$ cat src/rtl/mem_dp_be.sv
// Simple dual-port RAM with per-byte write enables and an RD_LAT-stage read pipeline.
// Adds global response backpressure, a read-during-write policy and out-of-range flagging.
module mem_dp_be #(
    parameter int WIDTH      = 32,
    parameter int DEPTH      = 16,
    parameter int ADDR_WIDTH = $clog2(DEPTH),
    parameter int RD_LAT     = 1,
    parameter int RDW_MODE   = 0
) (
    input  logic                  clk,
    input  logic                  res,
    input  logic                  wr_valid,
    output logic                  wr_ready,
    input  logic [ADDR_WIDTH-1:0] wr_addr,
    input  logic [WIDTH-1:0]      wr_data,
    input  logic [WIDTH/8-1:0]    wr_be,
    input  logic                  rd_valid,
    output logic                  rd_ready,
    input  logic [ADDR_WIDTH-1:0] rd_addr,
    output logic                  rsp_valid,
    input  logic                  rsp_ready,
    output logic [WIDTH-1:0]      rsp_data,
    output logic                  rsp_err
);
    localparam int NB = WIDTH / 8;
    localparam logic [ADDR_WIDTH:0] DEPTH_L = (ADDR_WIDTH + 1)'(DEPTH);

    logic [WIDTH-1:0] mem [DEPTH];
    logic             ready_q;
    logic [WIDTH-1:0] data_p [RD_LAT];
    logic             err_p  [RD_LAT];
    logic             vld_p  [RD_LAT];

    logic             stall;
    logic             wr_fire;
    logic             rd_fire;
    logic             wr_in_range;
    logic             rd_in_range;
    logic             rdw_hit;
    logic [WIDTH-1:0] wr_old;
    logic [WIDTH-1:0] wr_merged;
    logic [WIDTH-1:0] rd_word;

    function automatic logic [WIDTH-1:0] merge_bytes(input logic [WIDTH-1:0] old_word,
                                                     input logic [WIDTH-1:0] new_word,
                                                     input logic [NB-1:0]    be);
        logic [WIDTH-1:0] r;
        r = old_word;
        for (int b = 0; b < NB; b++) begin
            if (be[b]) r[8*b +: 8] = new_word[8*b +: 8];
        end
        return r;
    endfunction

    assign rsp_valid = vld_p[RD_LAT-1];
    assign rsp_data  = data_p[RD_LAT-1];
    assign rsp_err   = err_p[RD_LAT-1];

    // One stalled response freezes the whole pipeline; bubbles are not squeezed out.
    assign stall    = rsp_valid && !rsp_ready;
    assign wr_ready = ready_q;
    assign rd_ready = ready_q && !stall;
    assign wr_fire  = wr_valid && wr_ready && !res;
    assign rd_fire  = rd_valid && rd_ready && !res;

    assign wr_in_range = {1'b0, wr_addr} < DEPTH_L;
    assign rd_in_range = {1'b0, rd_addr} < DEPTH_L;

    assign wr_old    = wr_in_range ? mem[wr_addr] : '0;
    assign wr_merged = merge_bytes(wr_old, wr_data, wr_be);
    assign rdw_hit   = (RDW_MODE != 0) && wr_fire && wr_in_range && (wr_addr == rd_addr);

    always_comb begin
        rd_word = '0;
        if (rd_in_range) rd_word = rdw_hit ? wr_merged : mem[rd_addr];
    end

    always_ff @(posedge clk) begin
        if (res) begin
            ready_q <= 1'b0;
            for (int i = 0; i < DEPTH; i++) mem[i] <= '0;
            for (int s = 0; s < RD_LAT; s++) begin
                vld_p[s]  <= 1'b0;
                data_p[s] <= '0;
                err_p[s]  <= 1'b0;
            end
        end else begin
            ready_q <= 1'b1;
            if (wr_fire && wr_in_range) mem[wr_addr] <= wr_merged;
            // stage 0 captures the memory word at the accepting edge
            if (!stall) begin
                vld_p[0] <= rd_fire;
                if (rd_fire) begin
                    data_p[0] <= rd_word;
                    err_p[0]  <= !rd_in_range;
                end
                // stages 1..RD_LAT-1 shift forward together
                for (int s = 1; s < RD_LAT; s++) begin
                    vld_p[s]  <= vld_p[s-1];
                    data_p[s] <= data_p[s-1];
                    err_p[s]  <= err_p[s-1];
                end
            end
        end
    end
endmodule

$ cat config.mk
export PLATFORM = sky130hd
export DESIGN_NAME = mem_dp_be
export DESIGN_NICKNAME = d
export VERILOG_FILES = /design/src/rtl/mem_dp_be.sv
export SDC_FILE = /design/constraint.sdc
export NUM_CORES = 1
export LEC_CHECK = 0
export CORE_ASPECT_RATIO = 0.6
export CORE_MARGIN = 2
export CORE_UTILIZATION = 50
export DETAILED_ROUTE_END_ITERATION = 8
export GPL_TIMING_DRIVEN = 0
export PLACE_DENSITY = 0.71
export SYNTH_ARGS = -nofsm -noshare
export SYNTH_HDL_FRONTEND = slang
export SYNTH_SLANG_ARGS = --single-unit
$ cat constraint.sdc
create_clock -name clk -period 3.8 [get_ports clk]
set_input_delay 1.14 -clock clk [delete_from_list [all_inputs] [get_ports clk]]
set_output_delay 1.14 -clock clk [all_outputs]
set_load 0.02 [all_outputs]
======== Word-level counts from Yosys, hierarchy flattened ========
Memory sizes are Yosys's and may differ from the RTL's.
Index checks and enable logic that the tools add are counted.
cells by class
  equality and inequality tests ........... 4
  reduce and logical (&&, ||, !) cells .... 16
  muxes and demuxes ....................... 24
operator list
  cell                                   count
  2-to-1 mux 32 bit                      2
  OR reduction 32 bit                    2
  2-to-1 mux 8 bit                       4
  2-to-1 mux 1 bit                       16
  2-to-1 mux 4 bit                       2
  AND reduction 2 bit                    4
  logical AND 1 bit                      6
  != test 1 bit (second input constant)  4
  zero test 1 bit                        3
  OR reduction 1 bit                     1
word-level totals
  memory bits (writable) .................. 545
  output and inout port bits .............. 36
  memories ................................ 3
  bits of input ports ..................... 49
  flip-flop bits (word level) ............. 1
  word-level logic and storage cells ...... 48
memories
  memory  words  bits a word  rd ports  clocked after Yosys merged registers in  write ports  line  source
  mem     16     32           1         0                                        16           28    logic [WIDTH-1:0] mem [DEPTH];
  data_p  1      32           1         0                                        1            30    logic [WIDTH-1:0] data_p [RD_LAT];
  vld_p   1      1            1         0                                        1            32    logic vld_p [RD_LAT];

======== Longest topological paths before layout ========
  word-level depth ........................ 12
  gate-level depth with buffers ........... 6
  mapped depth without buffers ............ 4

======== Worst setup path after synthesis ========
Ideal clock, no wire load.
  path kind ............................... input port to flip-flop
  start ................................... in res
  end ..................................... mem mem[15][0] (enable)
  stages on the path ...................... 4
  arrival ................................. 2.337 ns
  required time ........................... 3.416 ns
  slack ................................... 1.079 ns
  path buffers ............................ 1
  library setup time ...................... 0.384 ns
  cells stage by stage .................... and3b_1 > nand2_1 > clkbuf_1 > o21ai_0
RTL lines
  element      line  source
  from (decl)  11    input logic res,
  to (decl)    28

==> key figures <==
Outcome
  – Outcome: finished, final reports clean

Clock network
  – Sink Count: roughly 550
  – Root buf cell: clkbuf_16
  – CTS tree: yes
  – Total CTS buffers: 51
  – Clock buffer depth: 3
  – Worst-path clk slew: 0.06 ns
  – Worst skew pair latency: 0.58 ns
  – H-tree lvl count: 2
  – CTS Hold Buffers Added: 0

Worst setup path
  – R2R depth: 4
  – Cells along the critical path: clkdlybuf4s50_1, and3b_1, nand2_1, clkbuf_1, o21ai_0
  – Req. time, crit path: roughly 4.0 ns
  – Buf+Inv Stages, Crit Path: 2
  – Crit path largest cell delay: 1.13 ns
  – Critical Path Slowest Stage Cell: o21ai_0
  – Worst path top cell family by delay: compound AO/OA/AOI/OAI gates
  – Crit path depth: 5
  – CP max FO: 10
  – Nature of the critical path endpoint: register
  – Worst setup path category: in2reg
  – Critical Path Source Type: input pin
  – WP data arrival: 3.79 ns

Cells and area
  – Layout cell share with drive strength beyond 1: roughly 14%
  – Final #Nets: 1812
  – Fin util: 57.5%
  – Area growth, synth to finish: 14.1%

Pwr
  – P per Cell Area: between 400 and 500 nW/um^2
  – VDD IR max: 344 uV
  – Pleak: 10.4 nW

Placed design
  – HPWL after detailed placement: 45.4 mm
  – Port Buffers: 80
  – GPL Wtd Cong: 0.865

STA
  – Tcrit/Tclk final: between 90% and 100%
  – Slew Limit Headroom: 5.89%
  – Worst Skew: 0.0100 ns
  – F_max: 278 MHz
  – Fin Setup TNS: 0 ns
  – Hold Fails Final Rpt: 0
  – Min cycle time layout: 3.60 ns
  – RSZ-0062 raised after global routing: no
  – Max-slew violation count: 0
  – Worst Tran Pin Value: 1.40 ns
  – # setup viols final: 0

Synth
  – Post-Syn Area: 24800 sq um
  – Cells after synthesis: around 1600
  – FF+latch count, synth: 546
  – Sequential share of the synthesized area: 66.2%
  – Syn_area_per_cell: 15.4 sq um
  – Ys Warns: 0
  – Library cells used by synthesis: 23
  – Synth area leader: edfxtp_1
  – Top-area cell type share of the netlist area: about two thirds
  – Main area contributors after synthesis: edfxtp_1, and2_1, mux4_2, nand2b_1, mux2i_1
  – Syn Nets: 1658

Global route
  – Remaining global-route overflow: 0
  – Grt met1 use: 40.5%
  – Largest net degree at the start of global routing: 28
  – GRT met2 Usage: 35.0%
  – Vias in the first global route: 14500
  – GRT met3 Usage: 4.76%
  – Initial antenna violation count: 1
  – First-pass GRT wire length: 94.3 mm
  – Total GRT Usage: 25.2%
  – GRT busiest layer: met1

Drt
  – DRC: 0
  – DR pass1 iterations: 5
  – Routed WL: approximately 64 mm
  – Wire per inst: ~26 um
  – Vias per cell: 5.99
  – Antenna Nets Post-Route: 0
  – 1st-iter DRT viols: around 2000
  – Via count: 14700

Die
  – Row count: 63
  – Num ports: 85
  – Core area: about 49000 sq um
  – Starting Density: 50.4%
  – Die ar.: 51400 sq um
  – Die height: 176 um
  – Die X: 291 um

Run
  – Max-cap violation count: 0

Min path
  – Hold Path Stages: 3
  – Hold Crit Class: reg2reg
[metrics by stage]
step | cell area, sq um | cells | setup WS [ns] | total power (W) | hold WS (ns)
6_report | 28300 | 2455 | 0.204 | 0.0131 | 0.768
4_1_cts | 28200 | 2444 | 0.0590 | 0.0131 | 0.769
3_3_place_gp | 26400 | 2339 | -0.516 | 0.00778 | 0.750
2_1_floorplan | 24800 | 1609 | 1.08 | 0.00741 | 0.723
3_5_place_dp | 26500 | 2350 | -0.486 | 0.00781 | 0.753
5_1_grt | 28300 | 2454 | 0.158 | 0.0134 | 0.803
[where the power goes]
| part | internal (W) | leakage (nW) | switching [W] | total [W] |
|---|---|---|---|---|
| combinational | 0.000315 | 3.65 | 0.000541 | 0.000856 |
| clock | 0.00315 | 0.863 | 0.00228 | 0.00544 |
| sequential | 0.00678 | 5.86 | 0.0000520 | 0.00684 |
| total | 0.0103 | 10.4 | 0.00288 | 0.0131 |
[worst paths after layout]
path / end / from / slack (ns)
max: mem[8][25]$_SDFFCE_PN0P_ / res / 0.20
min: data_p[0][4]$_SDFFCE_PN0P_ / mem[8][4]$_SDFFCE_PN0P_ / 0.77
max reg2reg: mem[8][25]$_SDFFCE_PN0P_ / wr_ready$_DFF_P_ / 0.83
min reg2reg: data_p[0][4]$_SDFFCE_PN0P_ / mem[8][4]$_SDFFCE_PN0P_ / 0.77
[flip-flops by register name, summed over array words and instances, names as in the netlist]
name and count:
mem 512, wr_ready 1, data_p 32, vld_p 1
[Yosys cell counts]
library cell	number
buf_1	5
and2_1	513
clkbuf_1	61
o21ai_0	64
nor2_1	66
nand2b_1	66
nor3b_1	1
buf_2	20
a21o_1	1
nand4_1	4
or3_1	32
conb_1	1
mux4_2	128
dfxtp_1	1
buf_4	4
mux2i_1	32
and3b_1	2
buf_6	6
inv_1	2
nand3_1	38
nand2_1	13
edfxtp_1	545
nor2b_1	4
[cells in the final DEF (no fill, tap or decap), types with 38 or more instances in the layout]
cell type,synthesis,final
edfxtp_1,545,545
and2_1,513,513
mux4_2,128,128
clkdlybuf4s50_1,0,79
clkbuf_1,61,69
nor2_1,66,66
nand2b_1,66,66
clkbuf_16,0,53
o21ai_1,0,42
nand3_1,38,38
[per-layer routing]
metal,routed length [um],vias to the layer above
li1,-,6239
met5,0,-
met4,1820,0
met1,28600,7523
met3,7060,112
met2,26500,828
[cells by family (layout without fill, tap and decap cells)]
family / after synthesis / after routing / share of synthesized area (%)
flip-flops: 546 / 546 / 66.2
buffers and inverters: 98 / 293 / 1.83
other: 1 / 2 / 0.0151
AND/OR/NAND/NOR: 739 / 739 / 17.7
multiplexers: 160 / 160 / 12.9
AO/OA/AOI/OAI: 65 / 65 / 1.32
[worst register-to-register path: cells and delay by family (launching register included)]
kind            cells  cell delay, ns
flops               1            0.45
simple gates        2            0.74
buf+inv             1            0.27
compound gates      1            1.13
[what timing repair did]
action / in CTS / in global routing
resized for setup: 0 / 2
buffers inserted: 0 / 0
endpoints found under the setup margin: 0 / 9
[area by class of cell]
class	instances	area [sq um]
Fill cell	3808	20900
Sequential cell	546	16400
Multi-Input combinational cell	965	7920
Clock buffer	61	1360
Timing Repair Buffer	101	943
Tap cell	650	813
Buffer	96	445
Clock inverter	33	383
Inverter	2	7.51
Antenna cell	1	2.50
No activity file was read; power rests on OpenSTA's default activity.
